File: config.mk
export PLATFORM = sky130hd
export DESIGN_NAME = ep_turn_arbiter_flat
export DESIGN_NICKNAME = d
export VERILOG_FILES = /design/src/rtl/ep_turn_arbiter_if.sv /design/src/rtl/ep_turn_arbiter.sv /design/src/flat_wrapper.sv
export SDC_FILE = /design/constraint.sdc
export NUM_CORES = 1
export LEC_CHECK = 0
export ABC_AREA = 1
export BUFFER_PORTS_ARGS = -buffer_cell sky130_fd_sc_hd__buf_2
export CORE_MARGIN = 1.5
export CORE_UTILIZATION = 48
export CTS_CLUSTER_DIAMETER = 200
export CTS_CLUSTER_SIZE = 24
export DETAILED_ROUTE_END_ITERATION = 16
export PLACE_DENSITY = 0.78
export SYNTH_ARGS = -nofsm -noshare
export SYNTH_HDL_FRONTEND = slang
export SYNTH_SLANG_ARGS = --single-unit
File: constraint.sdc
create_clock -name trn_clk -period 1.4 [get_ports trn_clk]
set_input_delay 0.14 -clock trn_clk [delete_from_list [all_inputs] [get_ports trn_clk]]
set_output_delay 0.14 -clock trn_clk [all_outputs]
set_load 0.01 [all_outputs]
File: src/rtl/ep_turn_arbiter_if.sv
// Endpoint turn-arbitration bus: request/driven flags in, grant pulses and timeout status out.
interface ep_turn_arbiter_if #(
    parameter int unsigned NUM_CH = 2
);
    logic [NUM_CH-1:0] req;
    logic [NUM_CH-1:0] driven;
    logic [NUM_CH-1:0] turn;
    logic              prio_req;
    logic              prio_driven;
    logic              prio_turn;
    logic              timeout_err;
    logic [3:0]        err_ch;

    // Requester side: raises requests and reports who is driving the endpoint.
    modport master (
        output req, driven, prio_req, prio_driven,
        input  turn, prio_turn, timeout_err, err_ch
    );

    // Arbiter side.
    modport slave (
        input  req, driven, prio_req, prio_driven,
        output turn, prio_turn, timeout_err, err_ch
    );
endinterface

File: src/rtl/ep_turn_arbiter.sv
// Endpoint turn arbiter: hands out one-cycle grant pulses to a priority channel and
// NUM_CH round-robin channels, then waits for the winner to assert driven or times out.
module ep_turn_arbiter #(
    parameter int unsigned NUM_CH      = 2,
    parameter int unsigned ACK_TIMEOUT = 16
) (
    input  logic             trn_clk,
    input  logic             reset,
    ep_turn_arbiter_if.slave ep
);
    localparam int unsigned PW = (NUM_CH > 1) ? $clog2(NUM_CH) : 1;
    localparam int unsigned SW = 4;
    localparam int unsigned CW = 8;
    localparam logic [SW-1:0] PRIO_SEL  = SW'(NUM_CH);
    localparam logic [CW-1:0] CNT_LIMIT = CW'(ACK_TIMEOUT);

    typedef enum logic [1:0] {
        IDLE  = 2'd0,
        GRANT = 2'd1,
        ACK   = 2'd2
    } state_e;

    state_e            state_q;
    logic [PW-1:0]     ptr_q;
    logic              last_was_prio_q;
    logic [CW-1:0]     cnt_q;
    logic [SW-1:0]     sel_q;
    logic [NUM_CH-1:0] turn_q;
    logic              prio_turn_q;
    logic              timeout_err_q;
    logic [SW-1:0]     err_ch_q;

    logic          rr_found_c;
    logic [PW-1:0] rr_idx_c;
    logic [PW-1:0] ptr_d;
    logic          all_low_c;
    logic          any_req_c;
    logic          pick_prio_c;
    logic          ack_c;
    logic [CW-1:0] cnt_inc_c;

    // First requesting channel at or above the pointer, wrapping around.
    always_comb begin
        rr_found_c = 1'b0;
        rr_idx_c   = '0;
        for (int unsigned i = 0; i < NUM_CH; i++) begin
            if (!rr_found_c && ep.req[PW'((32'(ptr_q) + i) % NUM_CH)]) begin
                rr_found_c = 1'b1;
                rr_idx_c   = PW'((32'(ptr_q) + i) % NUM_CH);
            end
        end
    end

    assign ptr_d       = (rr_idx_c == PW'(NUM_CH - 1)) ? '0 : rr_idx_c + PW'(1);
    assign all_low_c   = ~|ep.driven && !ep.prio_driven;
    assign any_req_c   = |ep.req;
    // Priority wins unless it won last time and a round-robin channel is waiting.
    assign pick_prio_c = ep.prio_req && (!last_was_prio_q || !any_req_c);
    assign ack_c       = (sel_q == PRIO_SEL) ? ep.prio_driven : ep.driven[sel_q[PW-1:0]];
    assign cnt_inc_c   = cnt_q + CW'(1);

    // Arbitration FSM with registered grant and timeout outputs.
    always_ff @(posedge trn_clk) begin
        if (reset) begin
            state_q         <= IDLE;
            ptr_q           <= '0;
            last_was_prio_q <= 1'b0;
            cnt_q           <= '0;
            sel_q           <= '0;
            turn_q          <= '0;
            prio_turn_q     <= 1'b0;
            timeout_err_q   <= 1'b0;
            err_ch_q        <= '0;
        end else begin
            turn_q        <= '0;
            prio_turn_q   <= 1'b0;
            timeout_err_q <= 1'b0;
            case (state_q)
                IDLE: begin
                    if (all_low_c && (any_req_c || ep.prio_req)) begin
                        state_q <= GRANT;
                        if (pick_prio_c) begin
                            prio_turn_q     <= 1'b1;
                            sel_q           <= PRIO_SEL;
                            last_was_prio_q <= 1'b1;
                        end else begin
                            turn_q          <= NUM_CH'(1) << rr_idx_c;
                            sel_q           <= SW'(rr_idx_c);
                            ptr_q           <= ptr_d;
                            last_was_prio_q <= 1'b0;
                        end
                    end
                end
                GRANT: begin
                    state_q <= ACK;
                    cnt_q   <= CW'(1);
                end
                ACK: begin
                    if (ack_c) begin
                        state_q <= IDLE;
                    end else if (cnt_inc_c == CNT_LIMIT) begin
                        state_q       <= IDLE;
                        cnt_q         <= cnt_inc_c;
                        timeout_err_q <= 1'b1;
                        err_ch_q      <= sel_q;
                    end else begin
                        cnt_q <= cnt_inc_c;
                    end
                end
                default: state_q <= IDLE;
            endcase
        end
    end

    assign ep.turn        = turn_q;
    assign ep.prio_turn   = prio_turn_q;
    assign ep.timeout_err = timeout_err_q;
    assign ep.err_ch      = err_ch_q;
endmodule

File: src/flat_wrapper.sv
// flat-port wrapper written by rule: the top's interface ports become plain ports
module ep_turn_arbiter_flat 
#(
    parameter int unsigned NUM_CH      = 2,
    parameter int unsigned ACK_TIMEOUT = 16
)
  (trn_clk, reset, ep_req, ep_driven, ep_prio_req, ep_prio_driven, ep_turn, ep_prio_turn, ep_timeout_err, ep_err_ch);
  ep_turn_arbiter_if #(.NUM_CH(NUM_CH)) ep_i ();
  input  logic trn_clk;
  input  logic reset;
  input wire logic [$bits(ep_i.req)-1:0] ep_req;
  input wire logic [$bits(ep_i.driven)-1:0] ep_driven;
  input wire logic [$bits(ep_i.prio_req)-1:0] ep_prio_req;
  input wire logic [$bits(ep_i.prio_driven)-1:0] ep_prio_driven;
  output wire logic [$bits(ep_i.turn)-1:0] ep_turn;
  output wire logic [$bits(ep_i.prio_turn)-1:0] ep_prio_turn;
  output wire logic [$bits(ep_i.timeout_err)-1:0] ep_timeout_err;
  output wire logic [$bits(ep_i.err_ch)-1:0] ep_err_ch;
  assign ep_i.req = ep_req;
  assign ep_i.driven = ep_driven;
  assign ep_i.prio_req = ep_prio_req;
  assign ep_i.prio_driven = ep_prio_driven;
  assign ep_turn = ep_i.turn;
  assign ep_prio_turn = ep_i.prio_turn;
  assign ep_timeout_err = ep_i.timeout_err;
  assign ep_err_ch = ep_i.err_ch;
  ep_turn_arbiter #(.NUM_CH(NUM_CH), .ACK_TIMEOUT(ACK_TIMEOUT)) u_core (.trn_clk(trn_clk), .reset(reset), .ep(ep_i));
endmodule
; ---- Word level (Yosys, flattened, before mapping)
; Index checks and enable logic that the tools add are counted.
[totals]
register_bits = 24
latchBits = 0
ram_bits = 0
romBits = 0
out_inout_bits = 8
wordCells = 71
n_memories = 0
[op_classes]
add_sub_neg = 3
multipliers = 0
div_mod_pow = 0
order_cmp = 3
n_eq_ne = 7
n_shift = 1
n_mux = 20
bitwise = 5
n_reduce_logical = 23
[ops]
columns = cell, n
row1 = 8-bit case mux with 2 select lines, 1
row2 = 1-bit 2-to-1 mux, 13
row3 = "8-bit by 1-bit adder with 8-bit output, second input constant", 1
row4 = "8-bit by 5-bit equality test with 1-bit output, second input constant", 1
row5 = 2-bit 2-to-1 mux, 4
row6 = 8-bit 2-to-1 mux, 1
row7 = "1-bit by 2-bit < comparator with 1-bit output, second input constant", 3
row8 = 2-bit case mux with 3 select lines, 1
row9 = 2-bit AND reduction, 3
row10 = 3-bit AND reduction, 2
row11 = 3-bit OR reduction, 2
row12 = 1-bit logical NOT, 5
row13 = 1-bit inverter, 5
row14 = "4-bit by 2-bit equality test with 1-bit output, second input constant", 1
row15 = 1-bit logical AND, 4
row16 = 2-bit OR reduction, 2
row17 = 4-bit OR reduction, 1
row18 = "3-bit by 1-bit inequality test with 1-bit output, second input constant", 1
row19 = "1-bit adder, second input constant", 2
row20 = "2-bit by 1-bit equality test with 1-bit output, second input constant", 1
row21 = "2-bit equality test, second input constant", 1
row22 = 2-bit logical NOT, 1
row23 = 1-bit logical OR, 2
row24 = "2-bit by 1-bit inequality test with 1-bit output, second input constant", 1
row25 = 3 further kinds, 3

; ---- Longest topological paths before layout
; Gate-level depths: netlist of run 1.
[depth]
depth_word = 8
ltp_mapped = 11
depth_no_buf = 11

; ---- Least setup slack after synthesis of run 1
; Ideal clock, no wire load.
[synth_path]
path_kind = reg-to-reg
startpoint = register u_core.cnt_q[0]
endpoint = register u_core.err_ch_q[1], in the netlist u_core.ep.err_ch[1]
setup_ns = 0.115
arrival_time_ns = 1.250
t_required_ns = 1.285
path_slack_ns = 0.035
stages_incl_launch_ff = 12
path_buffers = 0
cell_sequence = dfxtp_1 -> ha_1 -> nand2_1 -> nor2_2 -> nand2_1 -> nand2_1 -> nor2_2 -> nand2_1 -> nor2_2 -> nand3_1 -> nand2_1 -> nor2_1
[synth_between]
elab_chain_len = 3
[synth_lines]
columns = item, line_no
row1 = "start, declared", ep_turn_arbiter.sv:26  ; logic [CW-1:0] cnt_q;
row2 = "start signal, assigned", ep_turn_arbiter.sv:103  ; cnt_q <= cnt_inc_c;
row3 = "start signal, assigned", ep_turn_arbiter.sv:107  ; cnt_q <= cnt_inc_c;
row4 = 8-bit by 1-bit adder with 8-bit output, ep_turn_arbiter.sv:60  ; assign cnt_inc_c = cnt_q + CW'(1);
row5 = 8-bit by 5-bit equality test with 1-bit output, ep_turn_arbiter.sv:101  ; end else if (cnt_inc_c == CNT_LIMIT) begin
row6 = 3-bit AND reduction (no source line), n/a
row7 = "end signal, assigned", ep_turn_arbiter.sv:105  ; err_ch_q <= sel_q;
row8 = "end, declared", ep_turn_arbiter.sv:31  ; logic [SW-1:0] err_ch_q;
; Every way passes these cells.
; A chain may end at the register's enable or synchronous reset.

; ---- Final worst setup path of run 1
[layout_path]
startpoint = register u_core.cnt_q[1]
endpoint = register u_core.err_ch_q[1], in the netlist u_core.ep.err_ch[1]
; The elaborated chain is that of the path after synthesis.

==> results of run 1 <==
[power by group through the flow]
stage | sequential [uW] | combinational [uW] | clock [uW]
floorplan | 564 | 41.0 | 0
global placement | 563 | 61.5 | 0
detailed placement | 563 | 63.3 | 0
CTS | 552 | 64.5 | 285
global route | 549 | 73.8 | 298
finish | 548 | 65.5 | 273
[flip-flops by register name (all words and copies together) (netlist names)]
register and cells:
u_core.ep.turn 2, u_core.ep.timeout_err 1, u_core.ptr_q 1, u_core.ep.prio_turn 1
u_core.cnt_q 8, u_core.ep.err_ch 2, u_core.state_q 2, u_core.sel_q 2
[worst max-delay path: stages (launching register included)]
cell	delay [ns]
dfxtp_2	0.37
ha_4	0.17
nand3_4	0.08
o21bai_1	0.14
nand2_1	0.13
inv_1	0.09
nand2_2	0.06
nor2_2	0.14
nand3_1	0.08
nand2_1	0.06
nor2_1	0.04
[timing repair]
action,in CTS,in global routing
pin swaps,4,14
resized for setup,11,18
buffers inserted,1,3
endpoints found under the setup margin,2,8
endpoints found under the hold margin,0,0
cloned,0,0
[logic make-up after synthesis]
logic type | count (synthesis) | share of synthesized area [%]
other | 1 | 0.4007
AO/OA/AOI/OAI | 22 | 13.37
adder cells (fa/ha/maj) | 1 | 1.337
buffers and inverters | 24 | 10.83
AND/OR/NAND/NOR | 71 | 33.42
flip-flops | 19 | 40.64
[layout by cell type (no fill, tap or decap), types with 2 or more instances in the layout]
cell type,instances
a211oi_1,2
a21oi_1,12
buf_2,13
buf_4,9
clkbuf_4,3
conb_1,2
dfxtp_1,13
dfxtp_2,4
dfxtp_4,2
inv_1,18
nand2_1,31
nand2_2,7
nand3_1,5
nand3_4,2
nor2_1,12
nor2_2,3
nor2_4,2
nor3_1,2
o21ai_0,4
o21ai_1,2
or2_2,2
[metrics by stage]
stage	worst slack (ns)	TNS, ns
after detailed placement	-0.04335	-0.06721
final	-0.06264	-0.06489
after global routing	-0.1406	-0.3285
after global placement	0.03728	0
after CTS	0.01597	0
after floorplan	0.03522	0
[synthesized netlist by cell type, types with 2 or more instances]
cell,instances,share of area [%]
o21ai_0,5,2.7
or2_2,2,1.3
inv_1,19,7.6
nor3_1,2,1.1
dfxtp_1,19,41
nand2_1,39,16
a211oi_1,2,1.6
nor2_2,4,2.7
a21oi_1,12,6.4
clkbuf_1,2,0.80
nor2_1,13,5.2
nand3_1,7,3.7
buf_4,3,2.4
[worst min path at each step]
stage / slack, ns / to / cells after the start
2_1_floorplan: 0.29 / u_core.ep.prio_turn$_SDFF_PP0_ / 2
3_3_place_gp: 0.43 / u_core.ep.prio_turn$_SDFF_PP0_ / 3
3_5_place_dp: 0.43 / u_core.ep.prio_turn$_SDFF_PP0_ / 3
4_1_cts: 0.11 / u_core.ep.prio_turn$_SDFF_PP0_ / 3
5_1_grt: 0.14 / u_core.ep.prio_turn$_SDFF_PP0_ / 3
6_report: 0.12 / u_core.ep.prio_turn$_SDFF_PP0_ / 3
[layout make-up]
| cell class | instances | area (um2) | area share [%] |
|---|---|---|---|
| sequential | 19 | 392.9 | 32.81 |
| multi-input combinational | 96 | 541.8 | 45.25 |
| clock inverter | 1 | 5.005 | 0.4180 |
| clock buffer | 3 | 22.52 | 1.881 |
| tap | 25 | 31.28 | 2.612 |
| timing repair buffer | 22 | 132.6 | 11.08 |
| inverter | 19 | 71.32 | 5.956 |
[routing by layer]
| layer | routed length (um) | part of all wire, % | up-vias |
|---|---|---|---|
| li1 | - | - | 480 |
| met1 | 912 | 42 | 433 |
| met2 | 1123 | 52 | 23 |
| met3 | 89 | 4.1 | 4 |
| met4 | 29 | 1.3 | 0 |
| met5 | 0 | 0 | - |
==> key figures, run 1 <==
Hold path
  – Worst hold start: ep_prio_req
  – Hold Path Class: primary input to register

Global route
  – Pin count of the biggest net entering global routing: 17
  – Gr busiest metal: met2
  – Total grt overflow: 0
  – Met2 Use GR: 32.88%
  – Global routing usage on met1: 24.65%
  – Total GRT Usage: 19.35%
  – First-pass GRT wire length: 3105 um
  – Initial antenna violation count: 0
  – Grt met3 use: 5.000%
  – Vias in the first global route: 802

Timing
  – Setup ws final: -0.06264 ns
  – Slew Viols, Final: 0
  – Setup violations, final: 2
  – Min Hold Slack: 0.1190 ns
  – RSZ-0062 raised after global routing: yes
  – Final hold viol count: 0
  – Fmax: 0.6837 GHz
  – Final period util: 104.5%
  – Setup Skew: about 0.0026 ns
  – Fin crit period: between 1 and 1.5 ns

Pwr
  – Cell Pwr Density: between 700 and 800 mW/mm2
  – Flop pwr share: about three fifths
  – Switching pwr: between 200 and 250 uW
  – Internal power: 674.4 uW
  – Tot Pwr: 887.0 uW
  – Logic pwr share: 7.4%
  – Leakage power: around 0.00052 uW
  – Worst vdd ir: 491.9 uV
  – Clk pwr share: between 30% and 40%
  – Switch share: 23.97%

Floorplanning
  – Ports: 16
  – Core box area: between 0.0015 and 0.002 mm2
  – Die H: 47.16 um
  – Rows: 15
  – Die W: 47.16 um
  – Die Area: between 0.002 and 0.0025 mm2
  – Initial Util: 52.49%

Placed design
  – Cell Area, Placed: 0.001044 mm2
  – DP Cell Count: 177
  – Final GP Congestion: 0.8512
  – Dpl hpwl: 1485 um
  – Number of buffers added on ports: 13

Synth
  – Ys Warns: 0
  – Most used DFF post-synth: dfxtp_1
  – Post-synth EDFFs: 0
  – Seq/Total Area, Yosys: 40.64%
  – Ys async rst share: 0%
  – Distinct cell type count after synthesis: 22
  – Syn Area/Cell: around 6.8 um2
  – Mapped cell area: 935.9 um2
  – Number of synthesized register bits: 19
  – Synth Instances: approximately 140

Clock tree
  – Num CTS Buffers: 3
  – Clock sink count: 19
  – Skew-Pair Late Insertion Delay: 0.29 ns
  – CTS clk-pin slew, worst paths: 0.11 ns
  – CTS tree: done
  – Clock Tree Buf Depth: 2
  – Root Driver: clkbuf_4
  – H-Tree Depth: 1
  – # hold bufs at CTS: 0

Setup path
  – Setup crit start kind: register
  – Worst-case reg-to-reg path depth: 10
  – Setup CP Type: register to register
  – Worst setup path end: u_core.ep.err_ch[1]$_SDFFE_PP0P_
  – Critical Path Sink Type: register
  – Critical Path Start: u_core.cnt_q[1]$_SDFFE_PP0P_
  – Required time of the worst setup path: 1.59 ns
  – Worst Path Max Fanout: 3
  – WP data arrival: about 1.7 ns
  – R2r setup slk: -0.06 ns
  – Reg-to-reg endpoint: u_core.ep.err_ch[1]$_SDFFE_PP0P_
  – Reg-to-reg startpoint: u_core.cnt_q[1]$_SDFFE_PP0P_

Route
  – Drt first pass iters: 4
  – Via count: 940
  – Final antenna-violating net count: 0
  – Drt total wl: 2154 um
  – DRC: 0
  – DR vias/cell: just over 5
  – WL/cell: 11.64 um
  – Initial drt markers: 26

Final layout
  – Post-layout net count: 170
  – Layout cells sized above 1: 33.75%
  – Fin cells: 185
  – Area grow syn2layout: 27.94%
  – Fin util: ~67%
  – # diodes: 0
  – Final instance area: 0.001197 mm2
  – Fillers: ~160

Outcome
  – Failing checks: negative setup slack
  – Outcome: complete, but fails checks

Job
  – Max-Cap Viols: 0
Power figures use the tool's default switching activity.
==> run 2, diff against run 1 <==
--- a/config.mk
+++ b/config.mk
@@ -12,6 +12,7 @@
 export CTS_CLUSTER_DIAMETER = 200
 export CTS_CLUSTER_SIZE = 24
 export DETAILED_ROUTE_END_ITERATION = 16
+export MAX_ROUTING_LAYER = met4
 export PLACE_DENSITY = 0.78
 export SYNTH_ARGS = -nofsm -noshare
 export SYNTH_HDL_FRONTEND = slang
==> run 2 against run 1 <==
Effect of this change: the run still ends with negative setup slack left; largest cell class unchanged; largest power group unchanged; first-iteration DRC count stayed put; worst setup slack worse by 0.0030 ns; critical path depth stayed put; critical endpoint unchanged.
==> key figures, run 2 (synthesized netlist as in run 1, its figures left out) <==
Route
  – Initial drt markers: 26
  – Final antenna-violating net count: 0
  – DRC: 0
  – Via count: approximately 930
  – Drt first pass iters: 4
  – Drt total wl: around 2200 um
  – WL/cell: 11.66 um
  – DR vias/cell: 5.049

Timing
  – Final hold viol count: 0
  – Setup ws final: -0.06566 ns
  – Fin crit period: 1.466 ns
  – Setup violations, final: 2
  – Final period util: 104.7%
  – Fmax: 0.6823 GHz
  – RSZ-0062 raised after global routing: yes
  – Slew Viols, Final: 0
  – Setup Skew: 0.004607 ns

Clock tree
  – Root Driver: clkbuf_4
  – Num CTS Buffers: 3
  – Clock sink count: 19
  – CTS clk-pin slew, worst paths: 0.11 ns
  – # hold bufs at CTS: 0
  – Clock Tree Buf Depth: 2
  – Skew-Pair Late Insertion Delay: ~0.29 ns
  – H-Tree Depth: 1
  – CTS tree: done

Final layout
  – Commonest non-fill, non-tap cell in the layout: nand2_1
  – Fillers: 158
  – # diodes: 0
  – Largest Register: u_core.cnt_q
  – Commonest non-fill, non-tap cells in the layout: 31 x nand2_1, 18 x inv_1, 13 x buf_2, 13 x dfxtp_1
  – Fin cells: 185
  – Area grow syn2layout: 27.94%
  – Fin util: 67.16%
  – Layout cells sized above 1: 33.75%
  – Post-layout net count: 170
  – Max reg flops: 8

Global route
  – Vias in the first global route: 801
  – First-pass GRT wire length: 3111 um
  – Initial antenna violation count: 0
  – Total GRT Usage: 19.98%
  – Pin count of the biggest net entering global routing: 17
  – Total grt overflow: 0

Pwr
  – Tot Pwr: between 800 and 900 uW
  – Worst vdd ir: 497.9 uV
  – Leakage power: 0.0005249 uW
  – Cell Pwr Density: roughly 740 mW/mm2

Outcome
  – Failing checks: negative setup slack
  – Outcome: complete, but fails checks

Placed design
  – Final GP Congestion: 0.8647
  – DP Cell Count: 177
  – DP Worst Slack: -0.04335 ns
  – Number of buffers added on ports: 13
  – Dpl hpwl: 1485 um

Floorplanning
  – Core box area: around 0.0018 mm2
  – Die H: 47.16 um
  – Die Area: 0.002224 mm2
  – Rows: 15
  – Initial Util: 52.49%
  – Die W: 47.16 um
  – Ports: 16

Setup path
  – Critical Path Sink Type: register
  – Worst Path Max Fanout: 3
  – Required time of the worst setup path: 1.59 ns
  – Setup CP Type: register to register
  – WP data arrival: between 1.5 and 2 ns
  – R2r setup slk: -0.07 ns
  – Setup crit start kind: register

Job
  – Max-Cap Viols: 0

Hold path
  – Hold Path Class: primary input to register
## run 2: cell counts in the layout (fill, tap and decap cells not counted)
Identical to the previous run, type by type.
## run 2: area by class of cell
cell class              instances  area, um2  share of cell area (%)
multi-input cells              96      541.8                   45.25
inverters                      19      71.32                   5.956
well taps                      25      31.28                   2.612
flip-flops and latches         19      392.9                   32.81
clock buffers                   3      22.52                   1.881
clock inverters                 1      5.005                  0.4180
repair buffers                 22      132.6                   11.08
## run 2: through the flow
stage	setup TNS, ns	area, um2	hold slack (ns)
after global routing	-0.3285	1197	0.1415
final	-0.07072	1197	0.1189
after global placement	0	1044	0.4271
after detailed placement	-0.06721	1044	0.4292
after CTS	0	1112	0.1128
after floorplan	0	939.7	0.2942
## run 2: routing by layer
metal,global-route usage [%],wire [um],vias up,part of all wire [%]
li1,-,-,480,-
met1,24.65,932,432,43
met2,32.88,1146,20,53
met3,5.000,63,2,2.9
met4,4.444,14,0,0.65
met5,-,0,-,0
## run 2: worst paths after layout
kind,cells past startpoint,endpoint,start
setup / recovery,10,u_core.ep.err_ch[1]$_SDFFE_PP0P_,u_core.cnt_q[1]$_SDFFE_PP0P_
hold / removal,3,u_core.ep.prio_turn$_SDFF_PP0_,ep_prio_req
setup reg to reg,10,u_core.ep.err_ch[1]$_SDFFE_PP0P_,u_core.cnt_q[1]$_SDFFE_PP0P_
hold reg to reg,2,u_core.cnt_q[6]$_SDFFE_PP0P_,u_core.cnt_q[6]$_SDFFE_PP0P_
## run 2: critical path, stage by stage (launching register included)
cell      delay (ns)
dfxtp_2         0.37
ha_4            0.17
nand3_4         0.08
o21bai_1        0.14
nand2_1         0.13
inv_1           0.09
nand2_2         0.06
nor2_2          0.14
nand3_1         0.08
nand2_1         0.06
nor2_1          0.04
## run 2: power by group
| group | leakage [uW] | switching, uW | total (uW) | internal, uW |
|---|---|---|---|---|
| Combinational | 0.000350 | 40.8 | 65.5 | 24.7 |
| Clock | 0.0000177 | 169 | 275 | 106 |
| Sequential | 0.000157 | 4.46 | 548 | 544 |
| Total | 0.000525 | 215 | 889 | 674 |
## run 2: what timing repair did
item	CTS	global route
resized for setup	11	18
buffers inserted	1	3
pin swaps	4	14
endpoints found under the setup margin	2	8
==> run 3, diff against run 2 <==
--- a/config.mk
+++ b/config.mk
@@ -12,8 +12,10 @@
 export CTS_CLUSTER_DIAMETER = 200
 export CTS_CLUSTER_SIZE = 24
 export DETAILED_ROUTE_END_ITERATION = 16
+export GPL_ROUTABILITY_DRIVEN = 0
 export MAX_ROUTING_LAYER = met4
 export PLACE_DENSITY = 0.78
+export SETUP_SLACK_MARGIN = 0.2
 export SYNTH_ARGS = -nofsm -noshare
 export SYNTH_HDL_FRONTEND = slang
 export SYNTH_SLANG_ARGS = --single-unit
==> run 3 against run 2 <==
Effect of this change: the run still ends with negative setup slack left; power rose by 2.7%; sequential share of layout area decreased by 1.1 points; worst hold slack lost 0.013 ns; critical path depth decreased by 2; via count grew 2.6%; critical path type unchanged; first-iteration DRC count is 19% lower; clock-buffer cell count is 1 higher.
==> key figures, run 3 (synthesized netlist as in run 1, its figures left out) <==
Route
  – WL/cell: 12.61 um
  – Final antenna-violating net count: 0
  – Drt first pass iters: 4
  – Initial drt markers: 21
  – DR vias/cell: 5.151
  – Via count: 958
  – Drt total wl: about 2300 um
  – DRC: 0

Setup path
  – Worst Path Max Fanout: 4
  – WP data arrival: 1.61 ns
  – Crit path cell chain: buf_4 > nand3_4 > nand2_2 > nand3_1 > nor2_2 > nand2_2 > o21ai_1 > a21oi_1
  – R2r setup slk: -0.02 ns
  – Setup crit start kind: register
  – CP peak stage delay: 0.38 ns
  – Most frequent CP cell: nand2_2
  – Critical Path Sink Type: register
  – Reg-to-reg startpoint: u_core.cnt_q[1]$_SDFFE_PP0P_
  – CP delay by family, top: simple AND/OR/NAND/NOR gates
  – Required time of the worst setup path: 1.59 ns
  – Critical Path Start: u_core.cnt_q[1]$_SDFFE_PP0P_
  – CP bufs+invs: 1
  – Slowest cell on the critical path: dfxtp_4
  – Setup CP Type: register to register

Pwr
  – Internal power: between 600 and 700 uW
  – Clk pwr share: 31.9%
  – Logic pwr share: 7.9%
  – Switching pwr: ~230 uW
  – Switch share: 25.15%
  – Leakage power: 0.0005325 uW
  – Flop pwr share: roughly 60%
  – Cell Pwr Density: 732.3 mW/mm2
  – Worst vdd ir: around 730 uV

Hold path
  – Worst hold start: ep_prio_req
  – Hold Path Class: primary input to register

Floorplanning
  – Initial Util: 52.49%
  – Die H: 47.16 um
  – Die W: around 47 um
  – Core box area: 0.001783 mm2
  – Ports: 16
  – Rows: 15
  – Die Area: 0.002224 mm2

Timing
  – Setup ws final: -0.01805 ns
  – RSZ-0062 raised after global routing: yes
  – Final period util: 101.3%
  – Final hold viol count: 0
  – Setup violations, final: 2
  – Setup Skew: ~0.0025 ns
  – Slew Viols, Final: 0
  – Fmax: 0.7052 GHz
  – Fin crit period: 1.418 ns

Final layout
  – Commonest non-fill, non-tap cell in the layout: nand2_1
  – Register area: between 300 and 400 um2
  – Area grow syn2layout: 33.29%
  – # diodes: 0
  – Fin util: 69.96%
  – Fin cells: 186
  – Commonest non-fill, non-tap cells in the layout: 28 x nand2_1, 15 x inv_1, 13 x buf_2, 11 x nor2_1, 11 x dfxtp_1
  – Largest Register: u_core.cnt_q
  – Multi-input logic area: around 580 um2
  – Max reg flops: 8
  – Layout cells sized above 1: approximately 43%
  – Fillers: about 150
  – Post-layout net count: 171

Clock tree
  – Root Driver: clkbuf_4
  – CTS tree: done
  – Clock sink count: 19
  – H-Tree Depth: 1
  – Clock Tree Buf Depth: 2
  – # hold bufs at CTS: 0
  – Skew-Pair Late Insertion Delay: about 0.31 ns
  – Num CTS Buffers: 3
  – CTS clk-pin slew, worst paths: 0.11 ns

Placed design
  – DP Cell Count: 175
  – Number of buffers added on ports: 13
  – Dpl hpwl: 1501 um

Global route
  – Total GRT Usage: between 20% and 30%
  – Vias in the first global route: 856
  – Pin count of the biggest net entering global routing: 17
  – Initial antenna violation count: 0
  – Total grt overflow: 0
  – First-pass GRT wire length: 3477 um

Job
  – Max-Cap Viols: 0

Outcome
  – Outcome: complete, but fails checks
  – Failing checks: negative setup slack
-- run 3: per-layer routing --
layer	GRT usage [%]	part of all wire [%]
met1	25.06	42
met2	39.73	53
met3	6.154	3.3
met4	11.11	1.7
met5	-	0
-- run 3: final timing paths --
path	endpoint	cells past startpoint
max reg2reg	u_core.state_q[1]$_SDFFE_PP0P_	8
min reg2reg	u_core.cnt_q[7]$_SDFFE_PP0P_	2
max	u_core.state_q[1]$_SDFFE_PP0P_	8
min	u_core.ep.prio_turn$_SDFF_PP0_	3
-- run 3: cell type report --
cell class | count | share of cell area (%)
well taps | 25 | 2.508
inverters | 19 | 5.717
flip-flops and latches | 19 | 31.69
multi-input cells | 96 | 46.44
repair buffers | 23 | 11.53
clock buffers | 4 | 2.106
-- run 3: tightest hold or removal path, delay by kind of cell --
family        cells  cell delay, ns
simple gates      2            0.13
buf+inv           1            0.11
-- run 3: power groups by stage --
| stage | clock (uW) | combinational, uW | sequential, uW |
|---|---|---|---|
| 3_5_place_dp | 0 | 60.4 | 562 |
| 5_1_grt | 316 | 79.5 | 551 |
| 2_1_floorplan | 0 | 41.2 | 562 |
| 3_3_place_gp | 0 | 58.7 | 562 |
| 6_report | 292 | 72.1 | 550 |
| 4_1_cts | 297 | 66.2 | 549 |
-- run 3: timing repair --
action | CTS | global route
setup buffers | 5 | 2
resized for setup | 13 | 28
pin swaps | 10 | 16
endpoints found under the setup margin | 12 | 13
-- run 3: per-stage QoR --
stage                     total power (uW)  hold slack, ns  setup TNS (ns)  area [um2]  worst slack (ns)
after floorplan                      603.0          0.2942               0       962.2            0.1370
after global placement               620.6          0.4272               0        1051           0.03310
after detailed placement             622.7          0.4327        -0.05864        1051          -0.03076
after CTS                            912.0         0.09626       -0.006053        1142         -0.003958
after global routing                 946.4          0.1151         -0.2302        1247          -0.09760
final                                913.5          0.1063        -0.02770        1247          -0.01805
